**src/rtl/usr_pkg.sv**
```systemverilog
// Mode encodings and type shared by the universal shift register and its next-state mux.
package usr_pkg;

    typedef logic [2:0] usr_mode_t;

    localparam usr_mode_t MODE_HOLD = 3'b000;
    localparam usr_mode_t MODE_LOAD = 3'b001;
    localparam usr_mode_t MODE_SHL  = 3'b010;
    localparam usr_mode_t MODE_SHR  = 3'b011;
    localparam usr_mode_t MODE_ROL  = 3'b100;
    localparam usr_mode_t MODE_ROR  = 3'b101;
    localparam usr_mode_t MODE_ASR  = 3'b110;
    localparam usr_mode_t MODE_CLR  = 3'b111;

endpackage

```
**src/rtl/usr_next_value.sv**
```systemverilog
// Next-state mux for the universal shift register: purely combinational, zero latency.
// No backpressure; carry ports exist only when USR_STATUS_FLAGS_EN is defined.
module usr_next_value
    import usr_pkg::*;
#(
    parameter int WIDTH = 8
) (
    input  logic [WIDTH-1:0] q,
    input  usr_mode_t        mode,
    input  logic [WIDTH-1:0] d,
    input  logic             ser_in_l,
    input  logic             ser_in_r,
`ifdef USR_STATUS_FLAGS_EN
    input  logic             carry,
    output logic             next_carry,
`endif
    output logic [WIDTH-1:0] next_q
);

    always_comb begin
        next_q = q;
`ifdef USR_STATUS_FLAGS_EN
        next_carry = carry;
`endif
        case (mode)
            MODE_HOLD: next_q = q;
            MODE_LOAD: next_q = d;
            MODE_SHL:  next_q = {q[WIDTH-2:0], ser_in_r};
            MODE_SHR:  next_q = {ser_in_l, q[WIDTH-1:1]};
            MODE_ROL:  next_q = {q[WIDTH-2:0], q[WIDTH-1]};
            MODE_ROR:  next_q = {q[0], q[WIDTH-1:1]};
            MODE_ASR:  next_q = {q[WIDTH-1], q[WIDTH-1:1]};
            MODE_CLR:  next_q = '0;
            default:   next_q = q;
        endcase
`ifdef USR_STATUS_FLAGS_EN
        // Carry is the bit leaving the register; rotates report the wrapped bit.
        case (mode)
            MODE_LOAD, MODE_CLR: next_carry = 1'b0;
            MODE_SHL, MODE_ROL:  next_carry = q[WIDTH-1];
            MODE_SHR, MODE_ROR,
            MODE_ASR:            next_carry = q[0];
            default:             next_carry = carry;
        endcase
`endif
    end

endmodule

```
**src/rtl/universal_shift_register.sv**
```systemverilog
// WIDTH-bit load/shift/rotate/clear register with serial I/O; USR_STATUS_FLAGS_EN adds Zero/Carry.
// Latency: one Clk edge per operation. No backpressure: En=0 simply holds the contents.
module universal_shift_register
    import usr_pkg::*;
#(
    parameter int               WIDTH     = 8,
    parameter logic [WIDTH-1:0] RESET_VAL = {WIDTH{1'b0}}
) (
    input  logic             Clk,
    input  logic             Reset_n,
    input  logic             En,
    input  logic [2:0]       Mode,
    input  logic [WIDTH-1:0] D,
    input  logic             SerInL,
    input  logic             SerInR,
    output logic [WIDTH-1:0] Q,
    output logic [WIDTH-1:0] notQ,
    output logic             SerOutL,
    output logic             SerOutR
`ifdef USR_STATUS_FLAGS_EN
    ,
    output logic             Zero,
    output logic             Carry
`endif
);

    logic [WIDTH-1:0] q_reg;
    logic [WIDTH-1:0] q_nxt;
`ifdef USR_STATUS_FLAGS_EN
    logic             carry_reg;
    logic             carry_nxt;
`endif

    usr_next_value #(.WIDTH(WIDTH)) u_next (
        .q          (q_reg),
        .mode       (usr_mode_t'(Mode)),
        .d          (D),
        .ser_in_l   (SerInL),
        .ser_in_r   (SerInR),
`ifdef USR_STATUS_FLAGS_EN
        .carry      (carry_reg),
        .next_carry (carry_nxt),
`endif
        .next_q     (q_nxt)
    );

    always_ff @(posedge Clk or negedge Reset_n) begin
        if (!Reset_n) begin
            q_reg <= RESET_VAL;
        end else if (En) begin
            q_reg <= q_nxt;
        end
    end

`ifdef USR_STATUS_FLAGS_EN
    always_ff @(posedge Clk or negedge Reset_n) begin
        if (!Reset_n) begin
            carry_reg <= 1'b0;
        end else if (En) begin
            carry_reg <= carry_nxt;
        end
    end

    assign Carry = carry_reg;
    assign Zero  = (q_reg == '0);
`endif

    assign Q       = q_reg;
    assign notQ    = ~q_reg;
    assign SerOutL = q_reg[WIDTH-1];
    assign SerOutR = q_reg[0];

endmodule

```
**config.mk**
```make
export PLATFORM = sky130hd
export DESIGN_NAME = universal_shift_register
export DESIGN_NICKNAME = d
export VERILOG_FILES = /design/src/rtl/usr_pkg.sv /design/src/rtl/usr_next_value.sv /design/src/rtl/universal_shift_register.sv
export SDC_FILE = /design/constraint.sdc
export NUM_CORES = 1
export LEC_CHECK = 0
export ABC_AREA = 1
export CORE_UTILIZATION = 41
export DETAILED_ROUTE_END_ITERATION = 8
export PLACE_DENSITY = 0.83
export SYNTH_ARGS = -nofsm -noshare
export SYNTH_HDL_FRONTEND = slang
export SYNTH_SLANG_ARGS = --single-unit
```
**constraint.sdc**
```tcl
create_clock -name Clk -period 2.5 [get_ports Clk]
set_input_delay 0.375 -clock Clk [delete_from_list [all_inputs] [get_ports Clk]]
set_output_delay 0.375 -clock Clk [all_outputs]
set_load 0.01 [all_outputs]
```
# Yosys cells after proc, flatten, opt, wreduce, memory -nomap -nowiden

Cells that the tools add are included.

Output and inout bits: 18
Word-level logic and storage cells: 16
Bits of input ports: 16
Bits in registers: 8

Reduce and logical (&&, ||, !) cells: 3
Muxes and demuxes: 1
Equality and inequality tests: 7
Bitwise gates (word level): 3

Operator list:

| cell                                                             | number |
|---|---|
| 8-bit one-hot mux with 7 select lines                            | 1 |
| 3-bit == test (second input constant)                            | 4 |
| 8-bit inverter                                                   | 1 |
| 3-bit by 2-bit == test with 1-bit output (second input constant) | 2 |
| 3-bit by 1-bit == test with 1-bit output (second input constant) | 1 |
| 3-bit zero test                                                  | 1 |
| 3-bit AND reduction                                              | 1 |
| 1-bit inverter                                                   | 2 |
| 2-bit AND reduction                                              | 1 |

# Depth between registers and ports, before layout

Word-level depth: 3
Mapped depth: 9

# Cells and area by module

Synthesis repeated with hierarchy kept, for this count alone.

Cell total of the unflattened synthesis: 168
Area total of the unflattened synthesis: 959.7 um2

By module, submodules not included:

| module                   | area an instance (um2) | instances | cells an instance |
|---|---|---|---|
| usr_next_value           | 609.3                  | 1         | 124 |
| universal_shift_register | 350.3                  | 1         | 44 |

# Worst setup path after synthesis

No wires, ideal clock.

Kind: input -> register
Start point: in Mode[0]
End point: reg q_reg[0] (netlist: Q[0])
Buffers on the path: 2
Data required time: 2.384 ns
Data arrival time: 1.054 ns
Setup time: 0.116 ns
Cell stages on the path: 8
Path slack: 1.330 ns
Path through: buf_6 -> nand2_1 -> nand3_2 -> buf_6 -> o21ai_1 -> inv_1 -> nand2_1 -> nand2_1

Cells in the longest elaborated chain, start to end: 3

RTL lines:

| what                                                                                          | line                           | source |
|---|---|---|
| start, declared                                                                               | universal_shift_register.sv:12 | `input logic [2:0] Mode,` |
| parallel branches: the longest is 3 deep, another holds 8-bit one-hot mux with 7 select lines | n/a                            |  |
| end signal, assigned                                                                          | universal_shift_register.sv:51 | `q_reg <= q_nxt;` |
| end, declared                                                                                 | universal_shift_register.sv:27 | `logic [WIDTH-1:0] q_reg;` |

Several ways; the timed one is not identified.
A chain may end at the register's enable or synchronous reset.

# Worst setup path after layout

Start point: in Mode[0]
End point: reg q_reg[3] (netlist: Q[3])

Same word-level chain as after synthesis.

==> out/results.tsv <==
metric	value	unit
TritonCTS clock tree	done	
Pwr Density	521	nW/µm²
Net Sw Power	179	µW
CP delay by family, top	buffers and inverters	
Hold Crit Class	in2async	
final hold violation count	0	
Final Critical Period	1710	ps
Die Y	41.8	µm
Sum Neg Setup Slack	0	ps
max_cap viols	0	
Slew HR	0.732	
core area	1490	µm²
wire length per cell	10.6	µm
period utilisation layout	0.684	
post-synthesis cell area	651	µm²
# fillers	137	
largest net degree at the start of global routing	17	
Post-Syn Instances	106	
CP required	2650	ps
Startpoint Class	input pin	
Rows	14	
Yosys warning count	0	
RePlAce Congestion	0.774	
clk sink count	8	
R2R Path Start	Q[0]	
number of buffers added on ports	33	
Int Pwr	335	µW
crit path buf inv count	3	
worst slew pin tran	400	ps
initial antenna violation count	0	
net count after synthesis	122	
Antenna Cells	0	
Arrival @ worst endpoint	1860	ps
Clock Skew	4.83	ps
Flop pwr share	0.349	
Avg Inst Size Synth	6.14	µm²
Logic pwr share	0.448	
Worst VDD drop	292	µV
Clock transition at path regs	60	ps
top cells by area, synth	dfrtp_1 (31%), nand2_1 (25%), inv_1 (9.8%), nand3_1 (9.2%), o21ai_0 (3.8%)	
GRT overflow	0	
vias in the first global route	647	
Seq cells post-synth	8	
WL final	1.64	mm
FF/Latch Area	200	µm²
antenna violation net count after detailed routing	0	
synth-to-layout area growth	51.5	%
Core Util, Final	0.662	
run status	finished, final reports clean	
fin nets	156	
Final Setup Violations	0	
DR vias	742	
worst-skew pair later-pin latency	260	ps
Post CTS Setup Buffer Count	0	
Sw Ratio	0.348	
Crit Path Category	in2reg	
Worst Setup SP	Mode[0]	
Clock power frac	0.203	
CTS-repair resized insts	0	
max reg flops	8	
RSZ-0062 raised after global routing	no	
DR pass1 iterations	3	
worst path cell trace	clkdlybuf4s50_1 > inv_2 > nand2_1 > nand3_2 > o21ai_0 > inv_1 > nand2_1 > nand2_1	
root buffer cell	clkbuf_4	
die area	1750	µm²
top cell type's share of synthesized area	0.308	
die span in x	41.8	µm
Critical-path top delay cell	clkdlybuf4s50_1	
Pins Over Slew Limit	0	
Inserted Clock Buffers	3	
IO Count	34	
library cells used by synthesis	16	
crit end category	flip-flop	
Initial Util	0.437	
H-tree levels	1	
Seq/Total Area, Yosys	0.308	
Multi-input gate area	342	µm²
Total GRT Usage	0.195	
DRT iter0 DRCs	10	
max incr delay on CP	660	ps
Residual DRC	0	
routed vias/inst	4.82	
CTS max path bufs	2	
HPWL after DPL	1.24	mm
cell taking the most area after synthesis	dfrtp_1	
proportion of layout cells with a drive suffix above 1	0.0725	
global-route wire length before repair	2.64	mm
CP Max Fanout	16	
Leakage	0.000511	µW
most frequent cell on the critical path	nand2_1	
highest clock rate	0.585	GHz
hold_buf cts	0	
-- layer usage --
metal  vias to the layer above  wire length [µm]  track usage
met5                         -                 0            0
met4                         0                 0       0.0774
met1                       320               750        0.240
li1                        398                 -            -
met3                         0                77       0.0261
met2                        24               812        0.341
-- cell usage in the layout, fill, tap and decap left out --
cell type	count
o21ai_1	3
a21oi_1	1
nand4_1	2
nor2_2	2
dfrtp_1	8
nand3_2	1
inv_1	17
a21boi_4	1
nor2_1	4
nand2_2	1
inv_2	2
clkbuf_4	3
clkdlybuf4s50_1	33
nand3_1	12
o21ai_0	5
nand2_1	43
-- power by group through the flow --
stage               Sequential (µW)  Clock (µW)  Combinational [µW]
floorplan                       186           0                98.0
global placement                180           0                 227
detailed placement              181           0                 231
CTS                             179         108                 232
global route                    183         113                 251
finish                          180         104                 230
-- layout make-up --
class	instances	area share
well taps	16	0.0203
multi-input cells	75	0.346
clock buffers	3	0.0228
inverters	19	0.0723
repair buffers	33	0.335
flip-flops and latches	8	0.203
-- synth_stat cells --
cell type  count
inv_1         17
o21ai_0        5
inv_2          2
dfrtp_1        8
nand3_1       12
buf_6          2
buf_4          2
a21oi_1        1
nand4_1        2
a21boi_4       1
nor2_2         2
nand3_2        1
nor2_1         4
nand2_2        1
o21ai_1        3
nand2_1       43
-- logic make-up (layout without fill, tap and decap cells) --
kind of cell | count (synthesis) | after routing | synth area share
buffers and inverters | 23 | 55 | 0.167
AND/OR/NAND/NOR | 65 | 65 | 0.427
AO/OA/AOI/OAI | 10 | 10 | 0.0981
flip-flops | 8 | 8 | 0.308
-- worst paths after layout --
path / cells past startpoint / slack, ps / to
worst max-delay path: 8 / 790 / Q[3]
worst min-delay path: 1 / 410 / Q[6]
worst max register to register: 4 / 1530 / Q[7]
worst min register to register: 2 / 540 / Q[6]
max in group asynchronous: 1 / 1810 / Q[3]
min in group Clk: 2 / 540 / Q[6]
-- per-stage QoR --
step / area [µm²] / power, µW / setup WS [ps] / cells / hold slack [ps]
2_1_floorplan: 651 / 284 / 1330 / 106 / 79.4
3_5_place_dp: 963 / 412 / 536 / 151 / 526
4_1_cts: 986 / 519 / 804 / 154 / 411
6_report: 986 / 514 / 789 / 154 / 408
3_3_place_gp: 963 / 407 / 645 / 151 / 514
5_1_grt: 986 / 547 / 668 / 154 / 432
No activity file was read; power rests on OpenSTA's default activity.
